### src/rtl/wrap_event_ctrl.sv
// Wrap-around event controller: detects 0->F wraps of an upstream 4-bit down
// counter, divides them by a programmable period and raises a req/ack interrupt.
module wrap_event_ctrl #(
    parameter int PERIOD_W = 8,
    parameter int EVT_W    = 8
) (
    input  logic                clk,
    input  logic                reset,
    input  logic [3:0]          count_in,
    input  logic                enable,
    input  logic [PERIOD_W-1:0] period_cfg,
    input  logic                irq_ack,
    input  logic                clear_ovr,
    output logic                irq_req,
    output logic                overrun,
    output logic [PERIOD_W-1:0] wrap_cnt,
    output logic [EVT_W-1:0]    event_count,
    output logic [1:0]          state
);

    typedef enum logic [1:0] {
        ST_IDLE    = 2'b00,
        ST_ARMED   = 2'b01,
        ST_PENDING = 2'b10
    } state_e;

    localparam logic [PERIOD_W-1:0] WRAP_ZERO = {PERIOD_W{1'b0}};
    localparam logic [PERIOD_W-1:0] WRAP_ONE  = {{(PERIOD_W-1){1'b0}}, 1'b1};
    localparam logic [EVT_W-1:0]    EVT_ZERO  = {EVT_W{1'b0}};
    localparam logic [EVT_W-1:0]    EVT_ONE   = {{(EVT_W-1){1'b0}}, 1'b1};

    state_e              state_q,       state_d;
    logic [3:0]          prev_count_q,  prev_count_d;
    logic [PERIOD_W-1:0] wrap_cnt_q,    wrap_cnt_d;
    logic [EVT_W-1:0]    event_count_q, event_count_d;
    logic                irq_req_q,     irq_req_d;
    logic                overrun_q,     overrun_d;
    logic                wrap_s;
    logic                complete_s;
    logic                ovr_set_s;

    // Wrap is only a genuine 0->F step; a jump to F from any other value is an upstream reset.
    assign wrap_s     = (prev_count_q == 4'h0) && (count_in == 4'hF);
    assign complete_s = wrap_s && enable && (wrap_cnt_q >= period_cfg);

    // State register with asynchronous active-low reset.
    always_ff @(posedge clk or negedge reset) begin
        if (!reset) begin
            state_q       <= ST_IDLE;
            prev_count_q  <= 4'hF;
            wrap_cnt_q    <= WRAP_ZERO;
            event_count_q <= EVT_ZERO;
            irq_req_q     <= 1'b0;
            overrun_q     <= 1'b0;
        end else begin
            state_q       <= state_d;
            prev_count_q  <= prev_count_d;
            wrap_cnt_q    <= wrap_cnt_d;
            event_count_q <= event_count_d;
            irq_req_q     <= irq_req_d;
            overrun_q     <= overrun_d;
        end
    end

    // Next-state, wrap counting, event generation and overrun tracking.
    always_comb begin
        state_d       = state_q;
        prev_count_d  = count_in;
        wrap_cnt_d    = wrap_cnt_q;
        event_count_d = event_count_q;
        irq_req_d     = irq_req_q;
        ovr_set_s     = 1'b0;

        case (state_q)
            ST_IDLE: begin
                wrap_cnt_d = WRAP_ZERO;
                irq_req_d  = 1'b0;
                if (enable) begin
                    state_d = ST_ARMED;
                end else begin
                    state_d = ST_IDLE;
                end
            end
            ST_ARMED: begin
                if (!enable) begin
                    state_d    = ST_IDLE;
                    wrap_cnt_d = WRAP_ZERO;
                end else if (complete_s) begin
                    state_d       = ST_PENDING;
                    wrap_cnt_d    = WRAP_ZERO;
                    event_count_d = event_count_q + EVT_ONE;
                    irq_req_d     = 1'b1;
                end else if (wrap_s) begin
                    wrap_cnt_d = wrap_cnt_q + WRAP_ONE;
                end else begin
                    wrap_cnt_d = wrap_cnt_q;
                end
            end
            ST_PENDING: begin
                irq_req_d = 1'b1;
                if (complete_s) begin
                    wrap_cnt_d    = WRAP_ZERO;
                    event_count_d = event_count_q + EVT_ONE;
                end else if (enable && wrap_s) begin
                    wrap_cnt_d = wrap_cnt_q + WRAP_ONE;
                end else begin
                    wrap_cnt_d = wrap_cnt_q;
                end
                // An ack coinciding with a fresh completion is consumed by the new event.
                if (irq_ack) begin
                    if (!complete_s) begin
                        irq_req_d = 1'b0;
                        if (enable) begin
                            state_d = ST_ARMED;
                        end else begin
                            state_d    = ST_IDLE;
                            wrap_cnt_d = WRAP_ZERO;
                        end
                    end else begin
                        state_d = ST_PENDING;
                    end
                end else if (complete_s) begin
                    ovr_set_s = 1'b1;
                end else begin
                    ovr_set_s = 1'b0;
                end
            end
            default: begin
                state_d    = ST_IDLE;
                wrap_cnt_d = WRAP_ZERO;
                irq_req_d  = 1'b0;
            end
        endcase

        if (ovr_set_s) begin
            overrun_d = 1'b1;
        end else if (clear_ovr) begin
            overrun_d = 1'b0;
        end else begin
            overrun_d = overrun_q;
        end
    end

    assign irq_req     = irq_req_q;
    assign overrun     = overrun_q;
    assign wrap_cnt    = wrap_cnt_q;
    assign event_count = event_count_q;
    assign state       = state_q;

endmodule
### config.mk
export PLATFORM = sky130hd
export DESIGN_NAME = wrap_event_ctrl
export DESIGN_NICKNAME = d
export VERILOG_FILES = /design/src/rtl/wrap_event_ctrl.sv
export SDC_FILE = /design/constraint.sdc
export NUM_CORES = 1
export LEC_CHECK = 0
export BUFFER_PORTS_ARGS = -buffer_cell sky130_fd_sc_hd__clkbuf_2
export CAP_MARGIN = 20
export CORE_MARGIN = 4
export CORE_UTILIZATION = 47
export DETAILED_ROUTE_END_ITERATION = 8
export PLACE_DENSITY = 0.8
export RECOVER_POWER = 100
export SLEW_MARGIN = 5
export SYNTH_ARGS = -nofsm -noshare
export SYNTH_HDL_FRONTEND = slang
export SYNTH_SLANG_ARGS = --single-unit
### constraint.sdc
create_clock -name clk -period 2.1 [get_ports clk]
set_clock_uncertainty 0.1 [all_clocks]
set_input_delay 0.42 -clock clk [delete_from_list [all_inputs] [get_ports clk]]
set_output_delay 0.42 -clock clk [all_outputs]
set_load 0.02 [all_outputs]
* After elaboration in Yosys (flattened, before gate mapping) *
Cells that the tools add are included.

word-level totals
  register bits after elaboration = 24
  latch bits = 0
  RAM bits = 0
  ROM bits = 0
  input bits = 17
  output and inout port bits = 20
  memories kept = 0

operators by class
  $add $sub $neg = 2
  multiply operators = 0
  div/mod/pow operators = 0
  order comparisons = 1
  equal/unequal tests = 8
  shift-type cells = 0
  mux-type cells = 27
  bitwise logic cells = 0
  reduce and logical (&&, ||, !) cells = 10

operators with widths
  kind                 number
  $mux 8               10
  $pmux 8 s2           2
  $add 8x1->8 const B  2
  $mux 1               9
  $ge 8x8->1           1
  $mux 2               4
  $ne 2x2->1 const B   3
  $pmux 2 s3           1
  $reduce_and 2->1     3
  $eq 4x4->1 const B   1
  $logic_not 4->1      1
  $ne 4x4->1 const B   1
  $reduce_bool 2->1    2
  $logic_and 1x1->1    3
  $ne 3x3->1 const B   1
  $eq 2x1->1 const B   1
  $eq 2x2->1 const B   1
  $logic_not 2->1      1
  $pmux 1 s2           1

* Depth between registers and ports, before layout *
  depth after elaboration = 9
  gate-level depth with buffers = 9
  gate-level depth less buffers = 7

* Worst setup path after synthesis *
No wires, ideal clock.

  kind = reg-to-reg
  from = register wrap_cnt_q[6], in the netlist wrap_cnt[6]
  to = register wrap_cnt_q[5], in the netlist wrap_cnt[5]
  arrival time = 2.042 ns
  path slack = -0.124 ns
  stages on the path, launching flop included = 8
  path buffers = 1
  period minus slack after synthesis = 2.224 ns
  path through = dfrtp_1 ha_1 a21o_1 a221o_1 a2111oi_4 buf_6 o21ai_1 a31oi_1

between the ends
  longest elaborated chain between the ends = 7
  elaborated cells on any way between the ends = 10
  those cells by class = 1 x order compare; 1 x eq/ne; 7 x mux; 1 x reduce/logical

RTL lines
  item                    RTL line  source
  from (decl)             34        logic [PERIOD_W-1:0] wrap_cnt_q, wrap_cnt_d;
  from (signal assigned)  58        wrap_cnt_q <= wrap_cnt_d;
  $ge 8x8->1 (*)          44        assign complete_s = wrap_s && enable && (wrap_cnt_q >= period_cfg);
  $logic_and 1x1->1 (*)   44
  $mux 8                  101       if (complete_s) begin
  $mux 8                  113       if (enable) begin
  $mux 8                  111       if (!complete_s) begin
  $mux 8                  110       if (irq_ack) begin
  $pmux 8 s2              74        case (state_q)

Mark *: on every way between the ends. The rest lies on a longest branch, timed or not.
A chain may end at the register's enable or synchronous reset.

* Worst setup path after layout *
  from = register wrap_cnt_q[6], in the netlist wrap_cnt[6]
  to = register state_q[1], in the netlist state[1]

between the ends
  longest elaborated chain between the ends = 5
  elaborated cells on any way between the ends = 7
  those cells by class = 1 x order compare; 1 x eq/ne; 3 x mux; 2 x reduce/logical

RTL lines
  item                   RTL line  source
  $ge 8x8->1 (*)         44
  $logic_and 1x1->1 (*)  44
  $mux 2                 111
  $mux 2                 110
  $pmux 2 s3             74
  to (signal assigned)   56        state_q <= state_d;
  to (decl)              32        state_e state_q, state_d;

Mark *: on every way between the ends. The rest lies on a longest branch, timed or not. The select of a mux whose other input is x is not followed.

==> results.toml <==
[setup_path]
worstReg2RegStart = "wrap_cnt[6]"
rr_worst_depth = 7
path_class = "reg -> reg"
crit_start = "wrap_cnt[6]"
max_stage_delay_ns = 0.46
path_delay_family = "compound AO/OA/AOI/OAI gates"
cpMaxStageDelayCell = "dfrtp_2"
cp_cell_sequence = "ha_4, a21o_1, a221o_1, a21oi_2, buf_2, nor4b_2, a221o_1"
cp.arrival_ns = 2.24
crit_cells = 7
crit_top_cell = "a221o_1"
cp.required_ns = 2.21
endpoint_kind = "flip-flop"
cp_max_fo = 5
worst_setup_path_start_kind = "flip-flop"
critPathBufInv = 1

[floorplanning]
die_h_um = 64.29
core_area_um2 = 3053
die_x_um = 64.29
num_rows = 20
die-area_um2 = 4133
initial_core_util_pct = 48.77
io_pins = 37

[min_path]
hold_path_startpoint = "count_in[0]"
hp-class = "in -> reg"
hold_path_depth = 1

[drt]
route.detailed.drc = 0
ant_nets = 0
wirelength_um = 4120
via_per_inst = 5.660
wl_per_cell_um = 15.73
drt_iter0_markers = 79
drtPass1Iterations = 5
via_count = 1483

[cells_and_area]
drive_above_1_share_pct = 38.07
n_antenna_cell = 0
fin_nets = 250
syn_to_final_growth_pct = 43.87

[synthesis]
seq_area_frac_synth_pct = 40.67
synth_edf_count = 0
syn-num-nets = 183
yosys-top-cells-count = "dfrtp_1, ha_1, inv_1, nand2_1"
ys_seq_elements = 24
netlist_area_um2 = 1489
ys_top_cells_by_area = "dfrtp_1, ha_1, dfstp_2"
synthArstFlopShare_pct = 100.0
yosysMostFrequentCell = "dfrtp_1"
syn_area_per_cell_um2 = 9.796
ys.flop_type = "dfrtp_1"
yosys_warnings = 0
yosys.area.top_type = "dfrtp_1"
ys_types = 42
postSynthCellCount = 152
netlist.area_leader.share_pct = 33.61

[clock_tree]
clk_pin_slew_ns = 0.14
numCtsBuffers = 3
cts_tree = "done"
ctsHtreeMaxLevel = 1
ctsRootBufferMaster = "clkbuf_4"
clk_latency_ns = 0.32
cts.sinks = 24
cts.path.max_buffers = 2

[power]
combPwrFrac_pct = 20.9
swShare_pct = 25.65
total_power_mw = 1.030
seqPwrFrac_pct = 46.5
internal_power_mw = 0.7661
p_leak_nw = 1.024
ir_drop_v = 0.0003445
power_frac_clock_pct = 32.7
p_sw_mw = 0.2643
power_density_nw_per_um2 = 481.0

[outcome]
violations = "negative setup slack"
status = "finished with violations"

[sta]
hold_violations = 0
period_minus_slack_ns = 2.132
slew_headroom_pct = 14.07
grt_setup_unrepaired = "yes"
tightest_slew_ns = 1.289
finalMaxSlewViolations = 0
finalSetupViolCount = 5
clock.fmax_mhz = 469.0
finalWorstSetupSlack_ns = -0.03240
hold-worst-slack_ns = 0.07265
post-route-period-util_pct = 101.5

[grt]
grt_max_degree = 25
antenna_found_initial = 0
grt_usage_pct = 20.58
grt_pass1_wl_um = 6713
grt.overflow.total = 0
grt_pass1_vias = 1563

[placed_design]
numPortBuffers = 36
dp_hpwl_um = 2867
place_congestion = 0.8284

[job]
drv_cap = 0
==> power by group through the flow <==
stage | clock (mW) | sequential (mW) | combinational [mW]
2_1_floorplan | 0 | 0.497 | 0.0866
3_3_place_gp | 0 | 0.492 | 0.146
3_5_place_dp | 0 | 0.493 | 0.154
4_1_cts | 0.344 | 0.479 | 0.194
5_1_grt | 0.356 | 0.480 | 0.234
6_report | 0.336 | 0.479 | 0.215
==> layer usage <==
metal / GRT usage, % / wire (um) / vias up
li1: - / - / 689
met1: 23.40 / 1678 / 720
met2: 38.27 / 2175 / 66
met3: 2.636 / 222 / 8
met4: 8.443 / 44 / 0
met5: 0 / 0 / -
==> final timing paths <==
path	to	slack, ns
setup / recovery	state[1]	-0.03
hold / removal	prev_count_q[0]	0.07
setup reg to reg	state[1]	-0.03
hold reg to reg	event_count[7]	0.39
max in group asynchronous	wrap_cnt[7]	0.26
min in group asynchronous	event_count[1]	0.80
==> cell usage in the layout, fill, tap and decap left out, types with 3 or more instances in the layout <==
master	instances
a21o_1	4
a21oi_1	4
a221o_1	3
a22o_1	3
a31oi_1	4
buf_4	25
buf_6	4
clkbuf_1	23
clkbuf_2	13
clkbuf_4	3
dfrtp_1	14
dfrtp_2	6
dfstp_2	4
ha_1	8
ha_4	6
inv_1	11
nand2_1	11
nand2b_1	4
nand3_1	5
nor2_1	7
nor3_2	4
o21ai_1	4
o21ai_2	3
xor2_1	7
==> cells by family (layout without fill, tap and decap cells) <==
family          Yosys count  in the layout  synth area share [%]
compound gates           38             38                 18.99
fa+ha+maj                14             14                 11.76
mux                       2              2                 1.429
xor+xnor                  7              7                 4.118
flops                    24             24                 40.67
simple gates             50             50                 17.90
buf+inv                  17             83                 5.125
==> stage by stage <==
stage / cells / area [um^2] / util [%] / setup TNS, ns / worst slack, ns
after floorplan: 152 / 1499 / - / -0.06302 / -0.02965
after global placement: 251 / 1881 / 61.60 / -2.090 / -0.1998
after detailed placement: 251 / 1881 / 61.60 / -3.285 / -0.2802
after CTS: 261 / 2090 / 68.44 / -0.03778 / -0.01642
after global routing: 262 / 2142 / 70.16 / -1.439 / -0.1200
final: 262 / 2142 / 70.16 / -0.09119 / -0.03240
==> layout make-up <==
| type | instances | area (um^2) |
|---|---|---|
| timing repair buffer | 67 | 399.1 |
| tap | 44 | 55.05 |
| sequential | 24 | 613.1 |
| clock buffer | 3 | 22.52 |
| inverter | 12 | 45.04 |
| multi-input combinational | 111 | 977.2 |
| clock inverter | 1 | 30.03 |
| fill | 253 | 910.9 |
==> state kept, by name (all words and copies together), names as in the netlist <==
| register | flops |
|---|---|
| prev_count_q | 4 |
| state | 2 |
| event_count | 8 |
| overrun | 1 |
| irq_req | 1 |
| wrap_cnt | 8 |
==> what timing repair did <==
action,in CTS,in global routing
gates cloned,1,0
buffers inserted,4,1
gates resized for setup,16,20
setup endpoints to repair,16,17
pin swaps,2,6
endpoints found under the hold margin,20,0
hold buffers,1,0
(Power assumes the default switching activity.)
